<file path="src/rtl/cla_pipelined_addsub.sv">
// Pipelined carry-lookahead adder/subtractor with a valid/ready handshake.
// Operands are split into BLOCK_WIDTH-bit lookahead blocks, BLOCKS_PER_STAGE of which
// are resolved per pipeline stage; the carry between stages is registered.
// Optional signed-overflow and zero flags are built when CLA_ADDSUB_FLAGS_EN is defined.
module cla_pipelined_addsub #(
    parameter int unsigned DATA_WIDTH       = 32,
    parameter int unsigned BLOCK_WIDTH      = 4,
    parameter int unsigned BLOCKS_PER_STAGE = 2
) (
    input  logic                  clk,
    input  logic                  rst,
    input  logic                  in_valid,
    output logic                  in_ready,
    input  logic [DATA_WIDTH-1:0] in_a,
    input  logic [DATA_WIDTH-1:0] in_b,
    input  logic                  in_cin,
    input  logic                  in_sub,
    output logic                  out_valid,
    input  logic                  out_ready,
    output logic [DATA_WIDTH-1:0] out_sum,
    output logic                  out_cout,
    output logic                  out_ovf,
    output logic                  out_zero
);

    localparam int unsigned NumBlocks  = (DATA_WIDTH + BLOCK_WIDTH - 1) / BLOCK_WIDTH;
    localparam int unsigned NumStages  = (NumBlocks + BLOCKS_PER_STAGE - 1) / BLOCKS_PER_STAGE;
    localparam int unsigned StageWidth = BLOCKS_PER_STAGE * BLOCK_WIDTH;
    localparam int unsigned PadWidth   = NumStages * StageWidth;
    localparam bit          HasPad     = (DATA_WIDTH < PadWidth);
    // With zero-padded operands, the sum bit just above the MSB equals the carry into it.
    localparam int unsigned CoutIdx    = HasPad ? DATA_WIDTH : PadWidth - 1;

    // One lookahead block: every internal carry is a flat sum-of-products of g/p/cin.
    // Returns {carry_out, sum}.
    function automatic logic [BLOCK_WIDTH:0] cla_block(input logic [BLOCK_WIDTH-1:0] a,
                                                       input logic [BLOCK_WIDTH-1:0] b,
                                                       input logic               cin);
        logic [BLOCK_WIDTH-1:0] g;
        logic [BLOCK_WIDTH-1:0] p;
        logic [BLOCK_WIDTH:0]   c;
        logic                   term;
        logic                   prod;
        g    = a & b;
        p    = a ^ b;
        c    = '0;
        c[0] = cin;
        for (int i = 0; i < int'(BLOCK_WIDTH); i++) begin
            term = g[i];
            prod = p[i];
            for (int j = i - 1; j >= 0; j--) begin
                term = term | (g[j] & prod);
                prod = prod & p[j];
            end
            c[i+1] = term | (cin & prod);
        end
        return {c[BLOCK_WIDTH], p ^ c[BLOCK_WIDTH-1:0]};
    endfunction

    logic                  advance;
    logic [NumStages-1:0]  valid_q, valid_d;
    logic [PadWidth-1:0]   a_src   [NumStages];
    logic [PadWidth-1:0]   b_src   [NumStages];
    logic [PadWidth-1:0]   sum_src [NumStages];
    logic                  carry_src [NumStages];
    logic                  sub_src   [NumStages];
    logic [PadWidth-1:0]   a_q     [NumStages];
    logic [PadWidth-1:0]   b_q     [NumStages];
    logic [PadWidth-1:0]   sum_q   [NumStages];
    logic [PadWidth-1:0]   sum_d   [NumStages];
    logic                  carry_q [NumStages];
    logic                  carry_d [NumStages];
    logic                  sub_q   [NumStages];
    logic                  cout_d, cout_q;

    assign advance  = !out_valid || out_ready;
    assign in_ready = advance && !rst;

    // Stage inputs: stage 0 takes the (padded, conditionally inverted) operands,
    // later stages take the register of the stage before.
    always_comb begin
        a_src[0]          = '0;
        a_src[0][DATA_WIDTH-1:0] = in_a;
        b_src[0]          = '0;
        b_src[0][DATA_WIDTH-1:0] = in_sub ? ~in_b : in_b;
        sum_src[0]        = '0;
        carry_src[0]      = in_cin ^ in_sub;
        sub_src[0]        = in_sub;
        valid_d[0]        = in_valid;
        for (int k = 1; k < int'(NumStages); k++) begin
            a_src[k]     = a_q[k-1];
            b_src[k]     = b_q[k-1];
            sum_src[k]   = sum_q[k-1];
            carry_src[k] = carry_q[k-1];
            sub_src[k]   = sub_q[k-1];
            valid_d[k]   = valid_q[k-1];
        end
    end

    // Each stage resolves its own slice of blocks, rippling the carry block to block.
    always_comb begin : stage_comb
        logic                 carry;
        logic [BLOCK_WIDTH:0] blk;
        carry  = 1'b0;
        blk    = '0;
        cout_d = 1'b0;
        for (int k = 0; k < int'(NumStages); k++) begin
            sum_d[k] = sum_src[k];
            carry    = carry_src[k];
            for (int j = 0; j < int'(BLOCKS_PER_STAGE); j++) begin
                blk = cla_block(a_src[k][k*StageWidth + j*BLOCK_WIDTH +: BLOCK_WIDTH],
                                b_src[k][k*StageWidth + j*BLOCK_WIDTH +: BLOCK_WIDTH],
                                carry);
                sum_d[k][k*StageWidth + j*BLOCK_WIDTH +: BLOCK_WIDTH] = blk[BLOCK_WIDTH-1:0];
                carry = blk[BLOCK_WIDTH];
            end
            carry_d[k] = carry;
        end
        // Never take the padded block's carry-out when the top block is partial.
        if (HasPad) begin
            cout_d = sum_d[NumStages-1][CoutIdx];
        end else begin
            cout_d = carry_d[NumStages-1];
        end
    end

    // All stages shift together on advance and hold otherwise; only the output stage resets.
    always_ff @(posedge clk) begin
        if (rst) begin
            valid_q              <= '0;
            sum_q[NumStages-1]   <= '0;
            cout_q               <= 1'b0;
        end else if (advance) begin
            valid_q <= valid_d;
            sum_q   <= sum_d;
            a_q     <= a_src;
            b_q     <= b_src;
            carry_q <= carry_d;
            sub_q   <= sub_src;
            cout_q  <= cout_d;
        end
    end

    assign out_valid = valid_q[NumStages-1];
    assign out_sum   = sum_q[NumStages-1][DATA_WIDTH-1:0];
    assign out_cout  = cout_q;

`ifdef CLA_ADDSUB_FLAGS_EN
    logic sign_a_src [NumStages];
    logic sign_b_src [NumStages];
    logic sign_a_q   [NumStages];
    logic sign_b_q   [NumStages];
    logic ovf_d, ovf_q;
    logic zero_d, zero_q;

    // Operand sign bits travel with the beat so overflow can be judged at the last stage.
    always_comb begin
        sign_a_src[0] = in_a[DATA_WIDTH-1];
        sign_b_src[0] = in_sub ? ~in_b[DATA_WIDTH-1] : in_b[DATA_WIDTH-1];
        for (int k = 1; k < int'(NumStages); k++) begin
            sign_a_src[k] = sign_a_q[k-1];
            sign_b_src[k] = sign_b_q[k-1];
        end
        ovf_d  = (sign_a_src[NumStages-1] == sign_b_src[NumStages-1]) &&
                 (sum_d[NumStages-1][DATA_WIDTH-1] != sign_a_src[NumStages-1]);
        zero_d = ~|sum_d[NumStages-1][DATA_WIDTH-1:0];
    end

    // Flags are registered alongside the result.
    always_ff @(posedge clk) begin
        if (rst) begin
            ovf_q  <= 1'b0;
            zero_q <= 1'b0;
        end else if (advance) begin
            sign_a_q <= sign_a_src;
            sign_b_q <= sign_b_src;
            ovf_q    <= ovf_d;
            zero_q   <= zero_d;
        end
    end

    assign out_ovf  = ovf_q;
    assign out_zero = zero_q;
`else
    assign out_ovf  = 1'b0;
    assign out_zero = 1'b0;
`endif

endmodule

</file>
<file path="config.mk">
export PLATFORM = sky130hd
export DESIGN_NAME = cla_pipelined_addsub
export DESIGN_NICKNAME = d
export VERILOG_FILES = /design/src/rtl/cla_pipelined_addsub.sv
export SDC_FILE = /design/constraint.sdc
export NUM_CORES = 1
export LEC_CHECK = 0
export ABC_AREA = 1
export CORE_MARGIN = 10
export CORE_UTILIZATION = 54
export DETAILED_ROUTE_END_ITERATION = 6
export GPL_ROUTABILITY_DRIVEN = 0
export HOLD_SLACK_MARGIN = 0.03
export PLACE_DENSITY = 0.79
export RECOVER_POWER = 25
export SLEW_MARGIN = 30
export SYNTH_ARGS = -nofsm -noshare
export SYNTH_HDL_FRONTEND = slang
export SYNTH_SLANG_ARGS = --single-unit
</file>
<file path="constraint.sdc">
create_clock -name clk -period 12.8 [get_ports clk]
set_input_delay 2.56 -clock clk [delete_from_list [all_inputs] [get_ports clk]]
set_output_delay 2.56 -clock clk [all_outputs]
set_load 0.01 [all_outputs]
</file>
==> impl_results.md <==
- # diodes: 0
- Leak: 3.67 nW
- # clock sinks: 184
- Final Max Slew Viols: 0
- WP data required: 10.24 ns
- Post-CTS Hold Buffers: 0
- Drt wl/cell: 15.2 um
- Clock Pin Slew Worst Setup and Hold Paths: 0.06 ns
- Largest net degree at the start of global routing: 150
- Global-route wire length before repair: 21000 um
- Vias per cell: 5.05
- Crit-path max FO: 149
- Startpoint Class: primary input
- Pre-Repair DR Iteration Count: 4
- Clk Latency, worst-skew pair: 0.42 ns
- Post-route ant nets: 0
- Grt met2 use: 26.4%
- Critical Setup Path Class: in2out
- Nets: 770
- CTS Buf Count: 17
- Vias in the first global route: 4408
- Post-Syn Area: 0.00738 mm^2
- Primary FF master, synth: edfxtp_1
- Final worst-path cycle share: 56.5%
- Register area share after synthesis: 69.9%
- Full die area: 0.0187 mm^2
- WP data arrival: 4.67 ns
- Aggregate negative setup slack: 0 ns
- Worst Tran Pin Value: 0.865 ns
- GR Util All Layers: 14.4%
- Layout area overhead: 24.6%
- Clock skew: 0.00854 ns
- #FFs+latches synth: 184
- Pwr/cell area: 155 mW/mm^2
- Final setup fails: 0
- Grt ovf: 0
- Initial antenna violation count: 0
- RSZ-0062 raised after global routing: no
- Initial Util: 55.5%
- Die W: 137 um
- Min-delay worst type: reg2reg
- Grt met3 use: 3.67%
- DRC errors left: 0
- Synth area leaders: edfxtp_1 60%, dfxtp_1 10%, ha_1 5.4%, xor2_1 4.6%, nor2_1 3.6%
- Most common cell after layout, fill and taps aside: edfxtp_1
- Netlist cell types: 27
- Tot Pwr: 0.00142 W
- Post-DP HPWL: 9040 um
- Most frequent cells in the layout: 147 x edfxtp_1, 102 x clkdlybuf4s50_1, 69 x nor2_1
- Post-synth EDFFs: 147
- Postcts setup bufs: 0
- Max cap viols: 0
- Cells after Synth: 550
- VDD IR max: 0.0945 mV
- IO Count: 107
- TritonCTS clock tree: done
- Worst-case clock buffer depth: 2
- Synth Warn #: 0
- I/O Buffers: 104
- Fraction of layout cells with a size suffix above 1: 5.65%
- Maximum clock frequency: 0.138 GHz
- Rows: 42
- Yosys top cell by area: edfxtp_1
- H-tree levels: 4
- Drt total wl: 12900 um
- Resized Gates After CTS: 0
- Mean Syn Cell Area: 13.4 um^2
- Synth top area share: 59.8%
- Asr flop ratio synth: 0%
- Height of the die: 137 um
- Via count: 4289
- Met1 usage: 15.0%
- Crit end category: output pin
- Post-Layout Cell Count: 849
- Relative slew slack: 42.3%
- Final min period: 7.23 ns
- CTS root buf: clkbuf_16
- Global routing's busiest layer: met2
- Status: finished, final reports clean
- Iter 0 DRT Violations: 305
- Final Hold Fails: 0
- Dpl cells: 817
- Placeable Area: 0.0133 mm^2
==> cells in the mapped netlist (2+ instances only) <==
library cell,n
nand2_1,51
nor3_1,2
o21ai_0,35
xnor2_1,8
clkbuf_1,8
buf_2,5
a31oi_1,3
a21o_1,3
fa_1,8
xor2_1,39
inv_1,34
nand3b_1,2
nand4_1,6
ha_1,32
a21oi_1,21
nor2_1,70
and3_1,4
nand3_1,26
dfxtp_1,37
edfxtp_1,147
buf_4,3
==> stage by stage <==
| step | area [um^2] | worst slack, ns | hold WS, ns | utilization, % |
|---|---|---|---|---|
| after global routing | 9190 | 5.43 | 0.420 | 69.1 |
| final | 9190 | 5.57 | 0.415 | 69.1 |
| after floorplan | 7380 | 1.33 | 0.400 | - |
| after CTS | 9190 | 5.55 | 0.417 | 69.1 |
| after detailed placement | 8600 | 5.56 | 0.405 | 64.7 |
| after global placement | 8600 | 5.59 | 0.401 | 64.7 |
==> registers in the layout, summed over array words and instances, names as in the netlist <==
register / count
a_q: 48
b_q: 48
sum_d: 48
out_sum: 32
valid_q: 4
carry_q: 3
out_cout: 1
==> layer usage <==
metal	vias to the layer above	part of all wire, %
met3	20	5.5
met4	0	2.4
li1	2130	-
met5	-	0
met1	2039	37
met2	100	55
==> where the power goes <==
part           internal, W  switching (W)  total, W
registers         0.000717      0.0000200  0.000737
clock network     0.000310       0.000208  0.000517
logic            0.0000820      0.0000885  0.000170
==> worst paths after layout <==
kind / from / endpoint / slack [ns] / cells past startpoint
min reg2reg: a_q[120]$_DFFE_PP_ / a_q[88]$_DFFE_PP_ / 0.42 / 0
min: a_q[120]$_DFFE_PP_ / a_q[88]$_DFFE_PP_ / 0.42 / 0
max: out_ready / in_ready / 5.57 / 5
max reg2reg: b_q[82]$_DFFE_PP_ / sum_d[21]$_DFFE_PP_ / 10.76 / 7
==> cell type report <==
| type | count | area (um^2) |
|---|---|---|
| Multi-Input combinational cell | 317 | 2030 |
| Inverter | 34 | 128 |
| Fill cell | 903 | 4100 |
| Sequential cell | 184 | 5150 |
| Timing Repair Buffer | 106 | 1060 |
| Clock inverter | 14 | 156 |
| Tap cell | 176 | 220 |
| Clock buffer | 18 | 439 |
==> worst max-delay path, stage by stage <==
cell and delay [ns]:
clkdlybuf4s50_1 0.51, nor2_4 0.15, nor2_4 0.14, buf_12 0.57, clkdlybuf4s50_1 0.68
==> logic make-up (layout without fill, tap and decap cells) <==
kind of cell / Yosys count / in the layout / share of synthesized area [%]
AOI/OAI and AO/OA: 64 / 64 / 4.56
xor gates and xnor gates: 48 / 48 / 5.80
adders and majority gates: 40 / 40 / 7.60
buffers and inverters: 50 / 172 / 2.78
DFF: 184 / 184 / 69.9
other: 1 / 2 / 0.0508
and+or+nand+nor: 163 / 163 / 9.34
(Power assumes the default switching activity.)
